<file path="config.mk">
export PLATFORM = sky130hd
export DESIGN_NAME = if_id_queue
export DESIGN_NICKNAME = d
export VERILOG_FILES = /design/src/rtl/if_id_queue.sv
export SDC_FILE = /design/constraint.sdc
export NUM_CORES = 1
export LEC_CHECK = 0
export CORE_MARGIN = 5
export CORE_UTILIZATION = 38
export CTS_CLUSTER_DIAMETER = 150
export DETAILED_ROUTE_END_ITERATION = 10
export HOLD_SLACK_MARGIN = 0.12
export PLACE_DENSITY_LB_ADDON = 0.12
export SLEW_MARGIN = 20
export SYNTH_ARGS = -nofsm -noshare
export SYNTH_HDL_FRONTEND = slang
export SYNTH_SLANG_ARGS = --single-unit
</file>
<file path="constraint.sdc">
create_clock -name clk -period 6.4 [get_ports clk]
set_input_delay 0.64 -clock clk [delete_from_list [all_inputs] [get_ports clk]]
set_output_delay 0.64 -clock clk [all_outputs]
set_load 0.02 [all_outputs]
</file>
<file path="src/rtl/if_id_queue.sv">
// IF/ID decoupling queue: buffers fetched {instr, pc} pairs for decode.
// Registered-only fetch_ready; flush discards everything in one edge.
module if_id_queue #(
  parameter int DEPTH = 2
) (
  input  logic                       clk,
  input  logic                       reset,
  input  logic                       fetch_valid,
  input  logic [31:0]                fetch_instr,
  input  logic [31:0]                fetch_pc,
  output logic                       fetch_ready,
  input  logic                       flush,
  input  logic                       id_ready,
  output logic                       id_valid,
  output logic [31:0]                id_instr,
  output logic [31:0]                id_pc,
  output logic [31:0]                id_pc_plus4,
  output logic [$clog2(DEPTH):0]     count,
  output logic                       push_err
);

  localparam int AW = $clog2(DEPTH);
  localparam int CW = AW + 1;

  typedef struct packed {
    logic [31:0] instr;
    logic [31:0] pc;
  } fetch_ent_t;

  fetch_ent_t      mem_q [DEPTH];
  fetch_ent_t      head;

  logic [AW-1:0]   wr_ptr_q, wr_ptr_d;
  logic [AW-1:0]   rd_ptr_q, rd_ptr_d;
  logic [CW-1:0]   count_q, count_d;
  logic            push_err_q, push_err_d;

  logic            push;
  logic            pop;

  assign fetch_ready = (count_q < CW'(DEPTH));
  assign id_valid    = (count_q != '0);
  assign count       = count_q;
  assign push_err    = push_err_q;

  assign push = fetch_valid & fetch_ready & ~flush;
  assign pop  = id_valid & id_ready & ~flush;

  // Head is masked so stale storage never leaks while empty.
  assign head        = mem_q[rd_ptr_q];
  assign id_instr    = id_valid ? head.instr : 32'h0000_0000;
  assign id_pc       = id_valid ? head.pc : 32'h0000_0000;
  assign id_pc_plus4 = id_valid ? head.pc + 32'd4 : 32'h0000_0000;

  always_comb begin
    wr_ptr_d   = wr_ptr_q;
    rd_ptr_d   = rd_ptr_q;
    count_d    = count_q;
    push_err_d = push_err_q
               | (fetch_valid & ~fetch_ready & ~flush);
    if (flush) begin
      wr_ptr_d = '0;
      rd_ptr_d = '0;
      count_d  = '0;
    end else begin
      if (push) wr_ptr_d = wr_ptr_q + AW'(1);
      if (pop)  rd_ptr_d = rd_ptr_q + AW'(1);
      unique case ({push, pop})
        2'b10:   count_d = count_q + CW'(1);
        2'b01:   count_d = count_q - CW'(1);
        default: count_d = count_q;
      endcase
    end
  end

  always_ff @(posedge clk or posedge reset) begin
    if (reset) begin
      wr_ptr_q   <= '0;
      rd_ptr_q   <= '0;
      count_q    <= '0;
      push_err_q <= 1'b0;
    end else begin
      wr_ptr_q   <= wr_ptr_d;
      rd_ptr_q   <= rd_ptr_d;
      count_q    <= count_d;
      push_err_q <= push_err_d;
    end
  end

  // Storage is data-only; validity lives entirely in count_q.
  always_ff @(posedge clk) begin
    if (push) begin
      mem_q[wr_ptr_q] <= '{instr: fetch_instr, pc: fetch_pc};
    end
  end

endmodule

</file>
Word level (Yosys, flattened, before mapping)
Memories as Yosys holds them, arrays and structs flattened.
Index checks and enable logic that the tools add are counted.
{"block": "op_classes", "n_addsub": 5, "order_cmp": 1, "eq_ne": 2, "n_mux": 11, "bitwise": 9, "n_reduce_logical": 4}
{"cell": "$mux 32", "count": 3}
{"cell": "$add 32x3->32 const B", "count": 1}
{"cell": "$and 1x1->1", "count": 6}
{"cell": "$mux 1", "count": 6}
{"cell": "$reduce_bool 2->1", "count": 3}
{"cell": "$pmux 2 s2", "count": 1}
{"cell": "$reduce_bool 3->1", "count": 1}
{"cell": "$add 1x1->1 const B", "count": 2}
{"cell": "$add 2x1->2 const B", "count": 1}
{"cell": "$eq 2x1->1 const B", "count": 1}
{"cell": "$eq 2x2->1 const B", "count": 1}
{"cell": "$lt 2x2->1 const B", "count": 1}
{"cell": "$mux 2", "count": 1}
{"cell": "$not 1->1", "count": 2}
{"cell": "$sub 2x1->2 const B", "count": 1}
{"cell": "$or 1x1->1", "count": 1}
{"block": "word_totals", "ff_bits": 5, "mem_bits_rw": 128, "in_bits": 69, "word_cells": 37, "memories": 1}
{"name": "mem_q", "words": 2, "word_bits": 64, "rd": 1, "rd_ports_with_merged_regs": 0, "write_ports": 1, "line": "30", "source": "fetch_ent_t mem_q [DEPTH];"}

Longest topological paths before layout
{"block": "depth", "word_depth": 6, "depth_mapped": 9, "mapped_depth_nobuf": 6}

Least setup slack after synthesis
No wires, ideal clock.
{"block": "synth_path", "path_type": "register to register", "from": "register count_q[1] (netlist: count[1])", "to": "memory mem_q[0][0] (netlist name) (enable)", "setup_ns": 0.565, "arrival_time_ns": 5.124, "setup_slack_ns": 0.712, "stages_incl_launch_ff": 4, "synth_period_minus_slack_ns": 5.688, "path_cell_list": "dfrtp_1 inv_1 nand2_1 nor3_1"}
{"block": "synth_between", "elab_chain_cells": 5}
{"element": "start, declared", "line": "35", "source": "logic [CW-1:0] count_q, count_d;"}
{"element": "start signal, assigned", "line": "85", "source": "count_q <= count_d;"}
{"element": "$lt 2x2->1", "line": "41", "source": "assign fetch_ready = (count_q < CW'(DEPTH));"}
{"element": "net fetch_ready", "line": "11", "source": "output logic fetch_ready,"}
{"element": "$and 1x1->1 (2 in a row)", "line": "46", "source": "assign push = fetch_valid & fetch_ready & ~flush;"}
{"element": "$mux 1", "line": "92", "source": "if (push) begin"}
{"element": "$mux 1 (implied by the code)", "line": "93", "source": "mem_q[wr_ptr_q] <= '{instr: fetch_instr, pc: fetch_pc};"}
{"element": "end, declared", "line": "30"}
The timed path passes the listed nets, and every way through them passes these cells.

Worst setup path in the final report
{"block": "layout_path", "from": "register rd_ptr_q", "to": "output port id_pc_plus4[30]"}
{"block": "layout_between", "elab_chain_cells": 3}
{"element": "start, declared", "line": "34", "source": "logic [AW-1:0] rd_ptr_q, rd_ptr_d;"}
{"element": "start signal, assigned", "line": "84", "source": "rd_ptr_q <= rd_ptr_d;"}
{"element": "$mem_v2 2x64"}
{"element": "$add 32x3->32", "line": "53", "source": "assign id_pc_plus4 = id_valid ? head.pc + 32'd4 : 32'h0000_0000;"}
{"element": "$mux 32", "line": "53"}
{"element": "end, declared", "line": "17", "source": "output logic [31:0] id_pc_plus4,"}
No other way between the ends.

==> metrics.md <==
| Metric | Value |
|---|---|
| TritonCTS Buffers | `17` |
| Hpwl dp | `around 10000 um` |
| CP Data Arrival Time | `4420 ps` |
| Post-Syn Nets | `approximately 530` |
| WP buf/inv | `1` |
| Flop pwr share | `0.445` |
| Fmax achieved | `a little under 0.2 GHz` |
| Worst setup EP type | `output pin` |
| Die W | `~140 um` |
| CP startpoint kind | `flop` |
| CTS tree | `built` |
| Unrepaired setup endpoints after global routing | `no` |
| Relative slew margins | `0.366` |
| Adder-cell share of the synthesized area | `0.00206` |
| Cts hold-fix bufs | `0` |
| Drt drc | `0` |
| Post-DR vias/cell | `4.95` |
| Root buf cell | `clkbuf_16` |
| Avg WL per Cell | `17.6 um` |
| Synth warn | `0` |
| Max FO, Critical Path | `57` |
| Top cell type's share of synthesized area | `0.634` |
| Area growth from synthesis to layout | `40.2%` |
| I/O Buffers | `roughly 170` |
| Worst-Margin Slew | `roughly 950 ps` |
| Core ar. | `roughly 16000 sq um` |
| Tcrit/Tclk final | `0.791` |
| Worst VDD drop | `around 0.16 mV` |
| Simple-Gate Fraction of Synth Area | `0.141` |
| Share of cells above drive strength 1 | `0.0665` |
| CTS resizes | `0` |
| Largest stage delay on the critical path | `~900 ps` |
| Hold Fails Final Rpt | `0` |
| Final min period | `slightly above 5000 ps` |
| First-pass GRT wire length | `23300 um` |
| Reg clk slew, reported paths | `about 60 ps` |
| Switching fraction of total power | `0.256` |
| Leak | `0.00277 uW` |
| Count of cell types in the netlist | `48` |
| Height of the die | `approximately 140 um` |
| Clock Skew | `5.51 ps` |
| Clock Path Buffers | `2` |
| Main combinational cell family by area after synthesis | `simple AND/OR/NAND/NOR gates` |
| CP Cell Sequence | `mux2_2 > ha_1 > a21boi_1 > nand3_1 > nor4b_1 > mux2_2 > clkdlybuf4s50_1` |
| Mapped Cells | `about 460` |
| Worst Path Required | `~5800 ps` |
| Seq/Total Area, Yosys | `0.655` |
| Total grt overflow | `0` |
| Row cnt | `46` |
| Largest net degree at the start of global routing | `between 80 and 90` |
| Post CTS Setup Buffer Count | `0` |
| Psw | `592 uW` |
| Largest delay share family, worst path | `simple AND/OR/NAND/NOR gates` |
| Mapped Avg Cell Area | `roughly 13 sq um` |
| First-pass detailed-route iteration total | `6` |
| PwrDens | `272 nW/um^2` |
| Yosys top cell by area | `edfxtp_1` |
| Post-synthesis mux area share | `0.107` |
| Fraction of registers with async set/reset | `0.0376` |
| H-tree Lvls | `4` |
| # setup viols final | `0` |
| Xor/xnor share of the synthesized area | `0.0260` |
| Crit Path Class | `flop to output pin` |
| Initial antenna violation count | `1` |
| Ant diodes | `0` |
| Area contributors post-synth | `edfxtp_1 (63%), mux2i_1 (9.6%), nor2_1 (5.1%)` |
| TNS Setup | `0 ps` |
| CP dominant cell by count | `mux2_2` |
| Outcome | `finished clean` |
| Number of flops mapped to enable cells by yosys | `approximately 130` |
| I/O pins | `170` |
| Synth Area in Compound Gates | `0.0477` |
| Main synth FF type | `edfxtp_1` |
| Fillers | `about 1400` |
| Worst hold path type | `input port to asynchronous set/reset pin` |
| #FFs+latches synth | `133` |
| DRT antenna net count | `0` |
| Total die area | `about 19000 sq um` |
| Routed via count | `~4300` |
| Post-synthesis instance area | `roughly 6000 sq um` |
| Internal power | `about 1700 uW` |
| Gate power share | `0.178` |
| Max-cap viol count | `0` |
| Layout net count | `just over 700` |
| Utilization after layout | `0.539` |
| Clk pwr share | `0.377` |
| Final WL | `approximately 15000 um` |
| Starting DRT DRC Count | `294` |
| Initial Utilization | `0.384` |
| Via count of the first global-routing pass | `~4300` |
| Slowest cell on crit path | `dfrtp_4` |
| Worst skew pair latency | `a little over 400 ps` |
| Slew Viols, Final | `0` |
| Total GRT Usage | `0.166` |
| GP Congestion | `0.812` |
| Clk sink count | `around 130` |
-- layout make-up --
class | instances | area [sq um] | share of cell area
inverter | 6 | 22.5 | 0.00265
clock inverter | 10 | 82.6 | 0.00972
clock buffer | 22 | 444 | 0.0523
sequential | 133 | 3970 | 0.468
tap | 216 | 270 | 0.0318
timing repair buffer | 173 | 1720 | 0.203
multi-input combinational | 303 | 1980 | 0.233
-- cells in the mapped netlist (3+ instances only) --
master / n
edfxtp_1: 128
mux2i_1: 58
dfrtp_1: 5
nor3_1: 4
a21oi_1: 8
clkbuf_1: 10
and2_1: 7
inv_1: 6
nand4b_1: 5
nor2_1: 83
buf_2: 7
nand3b_1: 7
nand2_1: 28
nor3b_1: 3
xor2_1: 5
o31ai_1: 5
xnor2_1: 13
nor2b_1: 5
nand4_1: 12
mux2_2: 5
nand3_1: 14
o21ai_0: 11
-- power groups by stage --
| stage | sequential (uW) | combinational, uW | clock [uW] |
|---|---|---|---|
| 6_report | 1030 | 411 | 873 |
| 5_1_grt | 1030 | 441 | 932 |
| 4_1_cts | 1030 | 417 | 894 |
| 3_5_place_dp | 1050 | 415 | 0 |
| 3_3_place_gp | 1040 | 412 | 0 |
| 2_1_floorplan | 1040 | 226 | 0 |
-- cell usage in the layout, fill, tap and decap left out, drive strengths merged, types with 7 or more instances in the layout --
cell / Yosys / layout
nand3: 16 / 16
and2: 7 / 7
nor2: 83 / 83
o21ai: 11 / 11
nand4: 12 / 12
edfxtp: 128 / 128
xnor2: 13 / 13
inv: 6 / 7
nand3b: 7 / 7
clkdlybuf4s50: 0 / 169
a21oi: 8 / 8
mux2i: 58 / 58
nand2: 28 / 28
clkbuf: 10 / 22
-- sequential cells by signal (all words and copies together), names as in the netlist --
register  count
count         2
mem_q       128
push_err      1
rd_ptr_q      1
wr_ptr_q      1
-- path summary, 6_finish.rpt --
| kind | depth (start not counted) | slack [ps] | from | endpoint |
|---|---|---|---|---|
| max | 7 | 1340 | rd_ptr_q | id_pc_plus4[30] |
| max in group asynchronous | 2 | 5750 | reset | rd_ptr_q |
| min reg2reg | 1 | 480 | push_err | push_err |
| min in group clk | 1 | 480 | push_err | push_err |
| min | 2 | 440 | reset | wr_ptr_q |
| max reg2reg | 2 | 4280 | count[1] | mem_q[1][35] |
-- cells by family (layout without fill, tap and decap cells) --
| kind of cell | count (synthesis) | count (layout) |
|---|---|---|
| AND/OR/NAND/NOR | 178 | 178 |
| flip-flops | 133 | 133 |
| multiplexers | 64 | 64 |
| AO/OA/AOI/OAI | 42 | 42 |
| buffers and inverters | 28 | 211 |
| XOR/XNOR | 18 | 18 |
| adder cells (fa/ha/maj) | 1 | 1 |
-- per-stage QoR --
stage / total power [uW] / instances / cell area [sq um] / hold WS [ps] / setup WS (ps)
after global placement: 1460 / 831 / 7970 / 454 / 1930
after floorplan: 1260 / 464 / 6060 / 419 / 712
after detailed placement: 1460 / 831 / 7970 / 477 / 1820
final: 2310 / 863 / 8490 / 441 / 1340
after global routing: 2410 / 863 / 8490 / 443 / 1070
after CTS: 2340 / 863 / 8490 / 431 / 1340
-- routing by layer --
metal	global-route usage	vias up	wire length, um
met5	0	-	20
met4	0.0627	2	227
met3	0.0551	17	1090
met2	0.273	129	7340
met1	0.203	2049	6520
li1	-	2073	-
Power figures use the tool's default switching activity.
